### config.mk
export PLATFORM = sky130hd
export DESIGN_NAME = global_predictor
export DESIGN_NICKNAME = d
export VERILOG_FILES = /design/src/rtl/bp_pkg.sv /design/src/rtl/global_history_reg.sv /design/src/rtl/global_predictor.sv
export SDC_FILE = /design/constraint.sdc
export NUM_CORES = 1
export LEC_CHECK = 0
export ABC_AREA = 1
export BUFFER_PORTS_ARGS = -buffer_cell sky130_fd_sc_hd__buf_2
export CORE_MARGIN = 3
export CORE_UTILIZATION = 30
export CTS_CLUSTER_SIZE = 28
export DETAILED_ROUTE_END_ITERATION = 8
export REMOVE_ABC_BUFFERS = 1
export SLEW_MARGIN = 40
export SYNTH_ARGS = -nofsm -noshare
export SYNTH_HDL_FRONTEND = slang
export SYNTH_SLANG_ARGS = --single-unit
export TNS_END_PERCENT = 30
### constraint.sdc
create_clock -name clk -period 6.2 [get_ports clk]
set_input_delay 0.31 -clock clk [delete_from_list [all_inputs] [get_ports clk]]
set_output_delay 0.31 -clock clk [all_outputs]
set_load 0.1 [all_outputs]
### src/rtl/bp_pkg.sv
// Shared branch-predictor types: 2-bit saturating counter, its reset value and update rule.
// Reused by the gshare, meta and local predictors.
package bp_pkg;

  typedef logic [1:0] sat_cnt_t;

  localparam sat_cnt_t CNT_INIT = 2'b01;

  function automatic sat_cnt_t sat_cnt_update(sat_cnt_t c, logic taken);
    sat_cnt_t r;
    r = c;
    if (taken) begin
      if (c != 2'b11) r = c + 2'd1;
    end else begin
      if (c != 2'b00) r = c - 2'd1;
    end
    return r;
  endfunction

endpackage

### src/rtl/global_history_reg.sv
// Global history register for the gshare predictor.
// GLOBAL_PRED_SPEC_HIST_EN selects speculative IF-side history with EX mispredict restore.
module global_history_reg #(
  parameter int H = 7
) (
  input  logic         clk,
  input  logic         rst_n,
  input  logic         is_branch_if,
  input  logic         stall_if,
  input  logic         predict_taken_if,
  input  logic         is_branch_ex,
  input  logic         cmp_out_ex,
  input  logic [H-1:0] ghr_ex,
  input  logic         predict_taken_ex,
  output logic [H-1:0] ghr
);

  logic [H-1:0] ghr_q;
  logic [H-1:0] ghr_d;
  logic [H:0]   restore_w;

  // Shift via an H+1 wide concat so H = 1 needs no special case.
  assign restore_w = {ghr_ex, cmp_out_ex};

`ifdef GLOBAL_PRED_SPEC_HIST_EN
  logic [H:0] spec_w;
  logic       mispredict;

  assign spec_w     = {ghr_q, predict_taken_if};
  assign mispredict = is_branch_ex && (predict_taken_ex != cmp_out_ex);

  always_comb begin
    ghr_d = ghr_q;
    if (mispredict)
      ghr_d = restore_w[H-1:0];
    else if (is_branch_if && !stall_if)
      ghr_d = spec_w[H-1:0];
  end

  logic unused_hi;
  assign unused_hi = restore_w[H] ^ spec_w[H];
`else
  always_comb begin
    ghr_d = ghr_q;
    if (is_branch_ex)
      ghr_d = restore_w[H-1:0];
  end

  logic unused_in;
  assign unused_in = ^{is_branch_if, stall_if, predict_taken_if, predict_taken_ex, restore_w[H]};
`endif

  always_ff @(posedge clk) begin
    if (!rst_n)
      ghr_q <= '0;
    else
      ghr_q <= ghr_d;
  end

  assign ghr = ghr_q;

endmodule

### src/rtl/global_predictor.sv
// Gshare direction predictor: 2-bit counters indexed by PC[n+1:2] XOR global history.
// Optional speculative history via GLOBAL_PRED_SPEC_HIST_EN (see global_history_reg).
module global_predictor
  import bp_pkg::*;
#(
  parameter int N = 128,
  parameter int H = 7
) (
  input  logic         clk,
  input  logic         rst_n,
  input  logic [31:0]  pc_if,
  input  logic         is_branch_if,
  input  logic         stall_if,
  output logic         glob_predict_taken_if,
  output logic [H-1:0] ghr_if,
  input  logic         is_branch_ex,
  input  logic         cmp_out_ex,
  input  logic [31:0]  pc_ex,
  input  logic [H-1:0] ghr_ex,
  input  logic         glob_predict_taken_ex
);

  localparam int IDX_W = $clog2(N);

  sat_cnt_t         cnt [N];
  logic [IDX_W-1:0] r_idx;
  logic [IDX_W-1:0] w_idx;

  assign r_idx = pc_if[IDX_W+1:2] ^ IDX_W'(ghr_if);
  assign w_idx = pc_ex[IDX_W+1:2] ^ IDX_W'(ghr_ex);

  // Read is the registered value: a same-cycle write is not bypassed.
  assign glob_predict_taken_if = cnt[r_idx][1];

  always_ff @(posedge clk) begin
    if (!rst_n) begin
      for (int unsigned i = 0; i < N; i++)
        cnt[i] <= CNT_INIT;
    end else if (is_branch_ex) begin
      cnt[w_idx] <= sat_cnt_update(cnt[w_idx], cmp_out_ex);
    end
  end

  global_history_reg #(.H(H)) u_ghr (
    .clk              (clk),
    .rst_n            (rst_n),
    .is_branch_if     (is_branch_if),
    .stall_if         (stall_if),
    .predict_taken_if (glob_predict_taken_if),
    .is_branch_ex     (is_branch_ex),
    .cmp_out_ex       (cmp_out_ex),
    .ghr_ex           (ghr_ex),
    .predict_taken_ex (glob_predict_taken_ex),
    .ghr              (ghr_if)
  );

  logic unused_pc;
  assign unused_pc = ^{pc_if[31:IDX_W+2], pc_if[1:0], pc_ex[31:IDX_W+2], pc_ex[1:0]};

endmodule

==> impl_metrics.env, run 1 <==
export IMPL_layout_drive_gt1_share=0.0593
export IMPL_ioPinCount=86
export IMPL_synth_distinct_cells=26
export IMPL_clock_sinks=263
export IMPL_ir_drop_mv=0.154
export IMPL_p_per_area_mw_per_mm2=267
export IMPL_place_area_mm2=0.0164
export IMPL_clk_pin_slew_ns=0.06
export IMPL_nets=2079
export IMPL_relSlewSlack=0.434
export IMPL_fin_util=0.335
export IMPL_gp_congestion=0.807
export IMPL_dr_total_vias=13800
export IMPL_synthMuxAreaShare=0
export IMPL_synthCells=2049
export IMPL_dp_hpwl_um=27100
export IMPL_synth_top_family_by_area="simple AND/OR/NAND/NOR gates"
export IMPL_synth_xor_area_frac=0.00772
export IMPL_drtAntennaViolNets=0
export IMPL_wl_per_cell_um=17.4
export IMPL_core_mm2=0.0516
export IMPL_path_max_fanout=89
export IMPL_multi_input_area_mm2=0.00586
export IMPL_crit_arrival_ns=3.80
export IMPL_status="complete, no violations"
export IMPL_hp_start="ghr_ex[4]"
export IMPL_share_comb_of_total_power=0.218
export IMPL_power_frac_seq=0.434
export IMPL_clockPowerShare=0.348
export IMPL_antenna_found_initial=0
export IMPL_critPathLaunchType="flip-flop"
export IMPL_seq_area_mm2=0.00783
export IMPL_start_util=0.305
export IMPL_fmax_mhz=243
export IMPL_min_period_over_period=0.663
export IMPL_slowest_delay_ns=0.48
export IMPL_h_tree_depth=1
export IMPL_first_global_vias=13600
export IMPL_synth_top_area_cell="edfxtp_1"
export IMPL_synth_main_ff_cell="edfxtp_1"
export IMPL_grt_pass1_wl_um=72800
export IMPL_maxCapViolCount=0
export IMPL_grt_max_degree=90
export IMPL_post_route_cell_area_mm2=0.0173
export IMPL_critical_path_cell_chain="inv_1 > nand2_1 > nand2_8 > buf_4 > nand2_1 > o211ai_1 > nand3_1 > nand3_1 > nand3_1 > nand3_1 > nand2_1 > nor2_1 > a31oi_1 > buf_2"
export IMPL_drc=0
export IMPL_r2r_start="cnt[38][0]"
export IMPL_switching_share=0.327
export IMPL_fin_ws_ns=2.09
export IMPL_internal_power_mw=3.10
export IMPL_portBuffers=32
export IMPL_required_ns=5.89
export IMPL_n_antenna_cell=0
export IMPL_worst_path_buf_inv=3
export IMPL_hold_viol_final=0
export IMPL_clockBufferDepth=3
export IMPL_routed_wl_um=47100
export IMPL_clock_skew_ns=0.0198
export IMPL_cts_tree="yes"
export IMPL_synth_most_common_cell="nand2_1"
export IMPL_syn_avg_cell_area_um2=7.67
export IMPL_dieArea_mm2=0.0552
export IMPL_dr_pass1_iters=5
export IMPL_clkLatencyLatePin_ns=0.58
export IMPL_setup_tns_final_ns=0
export IMPL_vias_per_cell=5.09
export IMPL_synth_simple_area_share=0.294
export IMPL_yosys_warnings=0
export IMPL_synth_fa_ha_area_frac=0
export IMPL_worstMarginPinSlew_ns=0.849
export IMPL_num_fill_cells=5318
export IMPL_netlist_area_mm2=0.0157
export IMPL_pre_cts_ws_ns=1.95
export IMPL_cp_common_cell="nand3_1"
export IMPL_cts_made_buffers=29
export IMPL_synth_common_cells="406 x nand2_1, 388 x inv_1, 368 x nand3_1, 320 x nor2_1, 256 x edfxtp_1"
export IMPL_syn2layout_area_growth_pct=9.92
export IMPL_setup_viol=0
export IMPL_rsz0062_at_grt="no"
export IMPL_crit_path_end_kind="output pin"
export IMPL_synth_top_area_share=0.489
export IMPL_hp_class="input pin to flip-flop"
export IMPL_ctsRootBufferMaster="clkbuf_16"
export IMPL_grt_use_total=0.165
export IMPL_ys_ff_latch=263
export IMPL_synth_compound_area_share=0.0629
export IMPL_synth_edf_count=256
export IMPL_drt_initial_drc_count=1300
export IMPL_synth_seq_area_share=0.498
export IMPL_cp_slowest_cell="nand2_8"
export IMPL_overflow=0
export IMPL_cp_startpoint="u_ghr.ghr[0]"
export IMPL_synthArstFlopShare=0
export IMPL_drv_slew=0
export IMPL_ys_top_cells_by_area="edfxtp_1 49%, nand3_1 12%, nand2_1 9.7%"
export IMPL_p_sw_mw=1.51
export IMPL_die_h_um=235
export IMPL_die_w_um=235
export IMPL_fin_crit_ns=4.11
export IMPL_leakage_nw=6.58
export IMPL_path_delay_family="simple AND/OR/NAND/NOR gates"
export IMPL_path_class="flip-flop to output pin"
export IMPL_rows=83
[metrics by stage]
stage	power, mW	hold slack [ns]	instances
after floorplan	2.61	0.399	1913
after global placement	3.00	0.473	2647
after detailed placement	3.02	0.483	2648
after CTS	4.61	0.00663	2704
after global routing	4.76	0.0413	2704
final	4.61	0.0198	2704
[cells by family after synthesis]
| group | Yosys count |
|---|---|
| AO/OA/AOI/OAI | 142 |
| XOR/XNOR | 13 |
| buffers and inverters | 527 |
| flip-flops | 263 |
| AND/OR/NAND/NOR | 1104 |
[what timing repair did]
item,in CTS,in global routing
hold buffers,2,0
gates resized for setup,0,0
hold endpoints to repair,2,0
setup buffers,0,0
[layout by cell type (no fill, tap or decap), types with 2 or more instances in the layout]
cell type	synthesis	final
o221ai_1	7	7
buf_6	9	2
dfxtp_1	7	7
a21oi_1	9	9
clkbuf_1	54	7
inv_2	3	12
o211ai_1	100	100
nor2_1	320	317
buf_12	0	2
nand3_1	368	368
nor2_2	0	3
nand2_4	0	3
nand2_8	0	3
edfxtp_1	256	256
xnor2_2	1	3
inv_1	388	378
clkbuf_16	0	29
clkinv_2	0	7
clkinv_1	0	10
or2_0	2	2
o21ai_1	4	4
xnor2_1	11	8
dlygate4sd3_1	0	2
o21ai_0	21	21
nand2_1	406	402
buf_2	62	31
buf_4	8	19
nor3_1	3	3
[state kept, by name, summed over array words and instances (netlist names)]
signal     cells
u_ghr.ghr      7
cnt          256
[power groups by stage]
stage / combinational (mW) / clock, mW / sequential, mW
after global placement: 0.960 / 0 / 2.03
after floorplan: 0.558 / 0 / 2.05
after global routing: 1.07 / 1.69 / 2.00
after detailed placement: 0.987 / 0 / 2.04
after CTS: 0.991 / 1.62 / 2.00
final: 1.00 / 1.60 / 2.00
[worst paths after layout]
path | to | slack (ns) | depth (start not counted)
hold reg to reg | u_ghr.ghr[0] | 0.49 | 2
setup reg to reg | cnt[26][1] | 3.15 | 12
setup / recovery | glob_predict_taken_if | 2.09 | 14
hold / removal | u_ghr.ghr[5] | 0.02 | 3
[area by class of cell]
| class | instances | share of cell area |
|---|---|---|
| tap | 680 | 0.0492 |
| clock inverter | 18 | 0.00616 |
| multi-input combinational | 1259 | 0.339 |
| inverter | 391 | 0.0850 |
| sequential | 263 | 0.453 |
| clock buffer | 36 | 0.0435 |
| timing repair buffer | 57 | 0.0236 |
[worst min-delay path: stages]
cell,delay (ns)
buf_2,0.11
nor2_1,0.05
nor2_1,0.08
[per-layer routing]
metal | vias up | part of all wire | track usage
li1 | 6481 | - | -
met4 | 0 | 0.038 | 0.0716
met5 | - | 0 | 0
met1 | 6554 | 0.40 | 0.201
met3 | 115 | 0.085 | 0.0263
met2 | 602 | 0.48 | 0.289
Power figures use the tool's default switching activity.
==> run 2: changes to the inputs <==
- clock period: 6.2 -> 3.3 ns (I/O delays scaled with it)
==> run 2 against run 1 <==
Total power increased by 96%. Flip-flop and latch count unchanged. Sequential power increased by 87%. Worst setup slack got worse by 1.9 ns. Utilization increased by 1.0 points. Via count increased by 0.49%.
==> impl_metrics.env, run 2 (synthesis gave the netlist of run 1 again) <==
export IMPL_status="complete, no violations"
export IMPL_cp_slowest_cell="buf_4"
export IMPL_drv_slew=0
export IMPL_routed_wl_um=48200
export IMPL_critical_path_cell_chain="xnor2_2 > buf_4 > o211ai_1 > nand3_1 > nand3_1 > nand3_1 > nand3_1 > nand2_1 > nor2_1 > a31oi_1 > buf_12"
export IMPL_hp_class="input pin to flip-flop"
export IMPL_max_flop_register="cnt"
export IMPL_hold_buffers=7
export IMPL_cts_setup_buffers=0
export IMPL_n_antenna_cell=0
export IMPL_rsz0062_at_grt="no"
export IMPL_grt_use_total=0.170
export IMPL_r2r_end="cnt[6][1]"
export IMPL_slowest_delay_ns=0.43
export IMPL_min_period_over_period=0.949
export IMPL_worst_path_buf_inv=2
export IMPL_path_delay_family="simple AND/OR/NAND/NOR gates"
export IMPL_ctsRootBufferMaster="clkbuf_16"
export IMPL_first_global_vias=13700
export IMPL_num_fill_cells=5275
export IMPL_overflow=0
export IMPL_die_h_um=235
export IMPL_clockBufferDepth=3
export IMPL_layout_drive_gt1_share=0.0680
export IMPL_cts_tree="yes"
export IMPL_fin_util=0.345
export IMPL_ir_drop_mv=0.345
export IMPL_ioPinCount=86
export IMPL_setup_viol=0
export IMPL_clock_sinks=263
export IMPL_crit_path_end_kind="output pin"
export IMPL_drt_initial_drc_count=1517
export IMPL_die_w_um=235
export IMPL_cp_common_cell="nand3_1"
export IMPL_path_class="flip-flop to output pin"
export IMPL_mostFrequentLayoutCell="nand2_1"
export IMPL_dieArea_mm2=0.0552
export IMPL_clock_skew_ns=0.0106
export IMPL_cts_made_buffers=29
export IMPL_p_per_area_mw_per_mm2=506
export IMPL_fin_crit_ns=3.13
export IMPL_dr_total_vias=13800
export IMPL_drc=0
export IMPL_grt_pass1_wl_um=74800
export IMPL_start_util=0.305
export IMPL_hold_viol_final=0
export IMPL_path_max_fanout=25
export IMPL_core_mm2=0.0516
export IMPL_hp_start="cmp_out_ex"
export IMPL_h_tree_depth=1
export IMPL_dr_pass1_iters=6
export IMPL_layout_common_cells="402 x nand2_1, 387 x inv_1, 368 x nand3_1"
export IMPL_gp_congestion=0.890
export IMPL_largest_reg_flops=256
export IMPL_clk_pin_slew_ns=0.07
export IMPL_r2r_start="cnt[119][1]"
export IMPL_power_mw=9.01
export IMPL_rows=83
export IMPL_min_to="u_ghr.ghr[0]"
export IMPL_dp_cells=2679
export IMPL_grt_max_degree=136
export IMPL_worstMarginPinSlew_ns=0.774
export IMPL_post_route_cell_area_mm2=0.0178
export IMPL_cts_resized=0
export IMPL_required_ns=3.13
export IMPL_dp_hpwl_um=29200
export IMPL_portBuffers=32
export IMPL_crit_arrival_ns=2.97
export IMPL_final_cells=2739
export IMPL_nets=2115
export IMPL_place_area_mm2=0.0168
export IMPL_wl_per_cell_um=17.6
export IMPL_r2r_cells=15
export IMPL_ff2ff_setup_slack_ns=0.93
export IMPL_antenna_found_initial=0
export IMPL_fmax_mhz=319
export IMPL_holdPathStages=3
export IMPL_leakage_nw=6.85
export IMPL_syn2layout_area_growth_pct=13.4
export IMPL_clkLatencyLatePin_ns=0.56
export IMPL_drtAntennaViolNets=0
export IMPL_vias_per_cell=5.05
export IMPL_relSlewSlack=0.484
export IMPL_critPathLaunchType="flip-flop"
export IMPL_maxCapViolCount=0
[run 2: layout make-up]
type | count | area, um2 | share of cell area
repair buffers | 93 | 928 | 0.0521
clock inverters | 18 | 163 | 0.00913
well taps | 680 | 851 | 0.0477
multi-input cells | 1259 | 5830 | 0.327
flip-flops and latches | 263 | 7830 | 0.439
clock buffers | 35 | 748 | 0.0420
inverters | 391 | 1470 | 0.0824
[run 2: power breakdown]
| group | internal, mW | switching, mW |
|---|---|---|
| Clock | 1.84 | 1.35 |
| Combinational | 0.554 | 1.52 |
| Sequential | 3.73 | 0.0295 |
[run 2: worst register-to-register path, stage by stage, from the launching register on]
cell	delay (ns)
edfxtp_1	0.41
inv_1	0.07
nand2_1	0.05
nand3_1	0.09
nand3_1	0.09
nand3_1	0.11
nand2_1	0.12
nor2_1	0.13
nor2_1	0.06
nor2_1	0.16
nand2_1	0.11
nand2_4	0.11
nand2_1	0.09
nand2_4	0.13
buf_12	0.28
nor2_1	0.11
[run 2: worst max-delay path by stage]
stage / slack (ns) / to / depth (start not counted) / from
2_1_floorplan: -4.08 / cnt[0][1] / 13 / ghr_ex[1]
3_3_place_gp: 0.45 / cnt[6][1] / 16 / pc_ex[2]
3_5_place_dp: 0.40 / cnt[6][1] / 16 / pc_ex[2]
4_1_cts: 0.21 / glob_predict_taken_if / 11 / u_ghr.ghr[1]
5_1_grt: 0.02 / glob_predict_taken_if / 11 / u_ghr.ghr[1]
6_report: 0.17 / glob_predict_taken_if / 11 / u_ghr.ghr[1]
[run 2: per-stage QoR]
stage	setup TNS, ns	setup WS, ns	hold WS, ns
detailed placement	0	0.396	0.428
global route	0	0.0219	0.0604
floorplan	-930.20	-4.08	0.254
CTS	0	0.209	0.0190
global placement	0	0.447	0.423
finish	0	0.169	0.0456
[run 2: layer usage]
metal,vias up,GRT usage,share of wire
met3,120,0.0271,0.097
met5,-,0,0
met1,6522,0.218,0.40
li1,6551,-,-
met4,0,0.0671,0.036
met2,627,0.287,0.47
